`config.mk`:
```
export PLATFORM = sky130hd
export DESIGN_NAME = serial_bit_feeder_flat
export DESIGN_NICKNAME = d
export VERILOG_FILES = /design/src/rtl/serial_pkg.sv /design/src/rtl/serial_bit_feeder_if.sv /design/src/rtl/serial_bit_counter.sv /design/src/rtl/serial_bit_feeder.sv /design/src/flat_wrapper.sv
export SDC_FILE = /design/constraint.sdc
export NUM_CORES = 1
export LEC_CHECK = 0
export BUFFER_PORTS_ARGS = -buffer_cell sky130_fd_sc_hd__buf_2
export CORE_AREA = 2 2 39 41
export DETAILED_ROUTE_END_ITERATION = 12
export DIE_AREA = 0 0 41 43
export PLACE_DENSITY_LB_ADDON = 0.2
export SLEW_MARGIN = 10
export SYNTH_ARGS = -nofsm -noshare
export SYNTH_HDL_FRONTEND = slang
export SYNTH_SLANG_ARGS = --single-unit
```
`constraint.sdc`:
```
create_clock -name clk -period 1.95 [get_ports clk]
set_input_delay 0.39 -clock clk [delete_from_list [all_inputs] [get_ports clk]]
set_output_delay 0.39 -clock clk [all_outputs]
set_load 0.02 [all_outputs]
```
`src/rtl/serial_pkg.sv`:
```
// serial_pkg: shared state encoding and default word width for the serial bit feeder
package serial_pkg;
  localparam int DEFAULT_WIDTH = 8;
  typedef enum logic [1:0] {ST_IDLE = 2'd0, ST_SHIFT = 2'd1, ST_PARITY = 2'd2} state_t;
endpackage

```
`src/rtl/serial_bit_feeder_if.sv`:
```
// serial_bit_feeder_if: word handshake (din/din_valid/din_ready), abort, and serial burst outputs (w_out/w_valid/done)
interface serial_bit_feeder_if import serial_pkg::*; #(parameter int WIDTH = DEFAULT_WIDTH);
  logic [WIDTH-1:0] din;
  logic din_valid;
  logic din_ready;
  logic abort;
  logic w_out;
  logic w_valid;
  logic done;
  modport master(output din, din_valid, abort, input din_ready, w_out, w_valid, done);
  modport slave(input din, din_valid, abort, output din_ready, w_out, w_valid, done);
endinterface

```
`src/rtl/serial_bit_counter.sv`:
```
// serial_bit_counter: clog2(WIDTH)-bit up-counter; ports clk, rst, clr_i, en_i, last_bit_o (count==WIDTH-1)
module serial_bit_counter #(parameter int WIDTH = 8) (
  input  logic clk,
  input  logic rst,
  input  logic clr_i,
  input  logic en_i,
  output logic last_bit_o
);
  localparam int CW = $clog2(WIDTH);
  logic [CW-1:0] cnt_q;
  always_ff @(posedge clk) begin
    if (rst || clr_i) cnt_q <= '0;
    else if (en_i) cnt_q <= cnt_q + CW'(1);
  end
  assign last_bit_o = cnt_q == CW'(WIDTH - 1);
endmodule

```
`src/rtl/serial_bit_feeder.sv`:
```
// serial_bit_feeder: word-to-serial burst stage; ports clk, reset (sync, active-high), bus (slave: din/din_valid/din_ready/abort/w_out/w_valid/done); SERIAL_PARITY_EN adds an even-parity bit
module serial_bit_feeder import serial_pkg::*; #(
  parameter int WIDTH     = DEFAULT_WIDTH,
  parameter bit MSB_FIRST = 1'b1
) (
  input logic clk,
  input logic reset,
  serial_bit_feeder_if.slave bus
);
  state_t state_q, state_d;
  logic [WIDTH-1:0] sr_q, sr_d, sr_shift;
  logic w_out_q, w_out_d, w_valid_q, w_valid_d, done_q, done_d;
  logic par_q, par_d;
  logic load, last_bit;
  function automatic logic head(input logic [WIDTH-1:0] v);
    return MSB_FIRST ? v[WIDTH-1] : v[0];
  endfunction
  assign bus.din_ready = (state_q == ST_IDLE) && !reset;
  assign load = bus.din_valid && bus.din_ready;
  assign sr_shift = MSB_FIRST ? sr_q << 1 : sr_q >> 1;
  serial_bit_counter #(.WIDTH(WIDTH)) u_cnt (
    .clk(clk),
    .rst(reset),
    .clr_i(load),
    .en_i(state_q == ST_SHIFT && !last_bit),
    .last_bit_o(last_bit)
  );
  always_comb begin
    state_d = state_q;
    sr_d = sr_q;
    par_d = par_q;
    w_out_d = 1'b0;
    w_valid_d = 1'b0;
    done_d = 1'b0;
    if (state_q == ST_IDLE) begin
      if (load) begin
        state_d = ST_SHIFT;
        sr_d = bus.din;
        w_out_d = head(bus.din);
        w_valid_d = 1'b1;
`ifdef SERIAL_PARITY_EN
        par_d = ^bus.din;
`endif
      end
    end else if (bus.abort) state_d = ST_IDLE;
    else if (state_q == ST_SHIFT && !last_bit) begin
      sr_d = sr_shift;
      w_out_d = head(sr_shift);
      w_valid_d = 1'b1;
    end
`ifdef SERIAL_PARITY_EN
    else if (state_q == ST_SHIFT) begin
      state_d = ST_PARITY;
      w_out_d = par_q;
      w_valid_d = 1'b1;
    end
`endif
    else begin
      state_d = ST_IDLE;
      done_d = 1'b1;
    end
  end
  always_ff @(posedge clk) begin
    if (reset) begin
      state_q <= ST_IDLE;
      sr_q <= '0;
      par_q <= 1'b0;
      w_out_q <= 1'b0;
      w_valid_q <= 1'b0;
      done_q <= 1'b0;
    end else begin
      state_q <= state_d;
      sr_q <= sr_d;
      par_q <= par_d;
      w_out_q <= w_out_d;
      w_valid_q <= w_valid_d;
      done_q <= done_d;
    end
  end
  assign bus.w_out = w_out_q;
  assign bus.w_valid = w_valid_q;
  assign bus.done = done_q;
endmodule
```
`src/flat_wrapper.sv`:
```
// flat-port wrapper written by rule: the top's interface ports become plain ports
module serial_bit_feeder_flat import serial_pkg::*;
#(
  parameter int WIDTH     = DEFAULT_WIDTH,
  parameter bit MSB_FIRST = 1'b1
)
  (clk, reset, bus_din, bus_din_valid, bus_abort, bus_din_ready, bus_w_out, bus_w_valid, bus_done);
  serial_bit_feeder_if #(.WIDTH(WIDTH)) bus_i ();
  input logic clk;
  input logic reset;
  input wire logic [$bits(bus_i.din)-1:0] bus_din;
  input wire logic [$bits(bus_i.din_valid)-1:0] bus_din_valid;
  input wire logic [$bits(bus_i.abort)-1:0] bus_abort;
  output wire logic [$bits(bus_i.din_ready)-1:0] bus_din_ready;
  output wire logic [$bits(bus_i.w_out)-1:0] bus_w_out;
  output wire logic [$bits(bus_i.w_valid)-1:0] bus_w_valid;
  output wire logic [$bits(bus_i.done)-1:0] bus_done;
  assign bus_i.din = bus_din;
  assign bus_i.din_valid = bus_din_valid;
  assign bus_i.abort = bus_abort;
  assign bus_din_ready = bus_i.din_ready;
  assign bus_w_out = bus_i.w_out;
  assign bus_w_valid = bus_i.w_valid;
  assign bus_done = bus_i.done;
  serial_bit_feeder #(.WIDTH(WIDTH), .MSB_FIRST(MSB_FIRST)) u_core (.clk(clk), .reset(reset), .bus(bus_i));
endmodule
```
==> results.sh <==
export IMPL_status="completed"
export IMPL_areaGrowthSynthToFinish_pct=16.5
export IMPL_overflow=0
export IMPL_hold_violations=0
export IMPL_p_clk_frac=0.347
export IMPL_syn_area_per_cell_um2=9.52
export IMPL_power_switching_w=0.000142
export IMPL_worstPathArrival_ns=1.90
export IMPL_worstSetupPathType="reg2reg"
export IMPL_ios=16
export IMPL_synthMuxAreaShare=0
export IMPL_end_kind="flip-flop"
export IMPL_tightest_slew_ns=0.450
export IMPL_yosysSeqAreaShare=0.446
export IMPL_drv_cap=0
export IMPL_die_area_um2=1760
export IMPL_synthXorXnorAreaFrac=0.0139
export IMPL_start_util=0.454
export IMPL_clk_latency_ns=0.28
export IMPL_antenna_found_initial=0
export IMPL_syn_inst=66
export IMPL_rows=14
export IMPL_reg2reg_slack_ns=0.19
export IMPL_netlist_area_um2=628
export IMPL_path_clk_slew_ns=0.09
export IMPL_grt_pass1_vias=411
export IMPL_cts_tree="done"
export IMPL_post_cts_resize_count=0
export IMPL_skew_ns=0.00561
export IMPL_met1Wirelength_um=589
export IMPL_post_route_period_util=0.900
export IMPL_firstDrtPassIters=5
export IMPL_cts_buffers=3
export IMPL_seqPwrFrac=0.529
export IMPL_ys_types=23
export IMPL_synth_top_family_by_area="simple AND/OR/NAND/NOR gates"
export IMPL_grt_first_pass_wirelength_mm=1.81
export IMPL_core_um2=1380
export IMPL_vdd_ir_drop_max_mv=0.372
export IMPL_holdWs_ns=0.304
export IMPL_cts_sinks=14
export IMPL_power_density_nw_per_um2=811
export IMPL_fin_util=0.529
export IMPL_synthSimpleGateAreaFrac=0.273
export IMPL_postCtsSetupBuffers=0
export IMPL_cts_root_buf="clkbuf_4"
export IMPL_layout_drive_gt1_share=0.309
export IMPL_drtIter0Drc=13
export IMPL_post_route_drc_count=0
export IMPL_fill_cells=129
export IMPL_htree_num_levels=1
export IMPL_grt_usage=0.157
export IMPL_routed_wl_met2_um=418
export IMPL_dr_max_layer_used="met4"
export IMPL_fmax_mhz=570
export IMPL_mostFrequentLayoutCell="buf_2"
export IMPL_wl_met3_um=64
export IMPL_die_w_um=41
export IMPL_drtAntennaViolNets=0
export IMPL_finalWirelength_mm=1.08
export IMPL_vias=499
export IMPL_setup_viol=0
export IMPL_io_buffers=15
export IMPL_critPathMaxFanout=10
export IMPL_hold_path_class="in2reg"
export IMPL_rsz0062_at_grt="false"
export IMPL_final_max_slew_viol_count=0
export IMPL_die_h_um=43
export IMPL_leakage_nw=0.305
export IMPL_vias_per_cell=5.14
export IMPL_yosysWarningCount=0
export IMPL_setup_tns_final_ns=0
export IMPL_combPwrFrac=0.124
export IMPL_period_needed_ns=1.76
export IMPL_synth_fa_ha_area_frac=0.0398
export IMPL_place_hpwl_um=740
export IMPL_hold_buffers=0
export IMPL_wl_per_cell_um=11.2
export IMPL_critPathLaunchType="flip-flop"
export IMPL_mostFrequentLayoutCells="15 x buf_2, 14 x dfxtp_1, 8 x nand2_1"
export IMPL_swShare=0.239
export IMPL_clock_path_buffers=2
export IMPL_pre_cts_ws_ns=0.203
export IMPL_gp_congestion=0.708
export IMPL_slew_headroom=0.699
export IMPL_ys_ff_latch=14
export IMPL_finalWorstSetupSlack_ns=0.194
export IMPL_intPower_w=0.000452
export IMPL_cp_required_ns=2.10
export IMPL_diodes=0
export IMPL_synth_compound_area_share=0.183
export IMPL_grt_max_degree=19
export IMPL_syn_nets=80
export IMPL_nets=96
layout make-up:
type	instances	area [um2]	area share
multi-input cells	48	320	0.438
well taps	16	20.0	0.0274
repair buffers	15	75.1	0.103
clock buffers	4	36.3	0.0496
flip-flops and latches	14	280	0.383
routing by layer:
layer / global-route usage / vias up
li1: - / 263
met1: 0.230 / 223
met2: 0.172 / 11
met3: 0.0628 / 2
met4: 0.120 / 0
met5: 0 / -
sequential cells by signal, indices dropped and copies added (netlist names):
| register | cells |
|---|---|
| u_core.u_cnt.cnt_q | 3 |
| u_core.bus.w_out | 1 |
| u_core.state_q | 1 |
| u_core.sr_q | 7 |
| u_core.bus.done | 1 |
| u_core.bus.w_valid | 1 |
cells in the mapped netlist, drive strengths merged:
library cell | number | area, um2
nor3b | 3 | 27.5
xnor2 | 1 | 8.76
ha | 2 | 25.0
dfxtp | 14 | 280
clkbuf | 1 | 3.75
o221ai | 6 | 52.6
o21a | 1 | 7.51
buf | 3 | 23.8
nor2 | 4 | 15.0
nand3b | 1 | 7.51
a21oi | 4 | 20.0
or3b | 2 | 20.0
nand2 | 9 | 41.3
a22o | 1 | 10.0
nand2b | 7 | 43.8
and2b | 1 | 8.76
o21ai | 5 | 25.0
and2 | 1 | 7.51
through the flow:
stage	instances	cell area, um2	total power (W)
6_report	97	732	0.000593
5_1_grt	97	732	0.000627
4_1_cts	97	732	0.000601
3_5_place_dp	93	696	0.000394
3_3_place_gp	93	696	0.000394
2_1_floorplan	66	628	0.000375
critical path, cell delays in order (launching register included):
cell	delay, ns
dfxtp_1	0.34
ha_1	0.20
ha_1	0.23
or3b_1	0.56
nand2_4	0.17
o221ai_1	0.14
final timing paths:
kind / from / end / cells past startpoint
setup / recovery: u_core.u_cnt.cnt_q[0] / u_core.sr_q[1] / 5
hold / removal: bus_abort / u_core.bus.done / 2
setup reg to reg: u_core.u_cnt.cnt_q[0] / u_core.sr_q[1] / 5
hold reg to reg: u_core.sr_q[6] / u_core.bus.w_out / 1
power by group through the flow:
stage	clock network, W	logic (W)	registers (W)
after global routing	0.000228	0.0000831	0.000317
after global placement	0	0.0000734	0.000320
final	0.000206	0.0000736	0.000314
after floorplan	0	0.0000552	0.000319
after detailed placement	0	0.0000735	0.000321
after CTS	0.000213	0.0000740	0.000314
cell families (layout without fill, tap and decap cells):
family,Yosys count,after routing
AO/OA/AOI/OAI,17,17
XOR/XNOR,1,1
adder cells (fa/ha/maj),2,2
buffers and inverters,4,19
flip-flops,14,14
AND/OR/NAND/NOR,28,28
(Power assumes the default switching activity.)
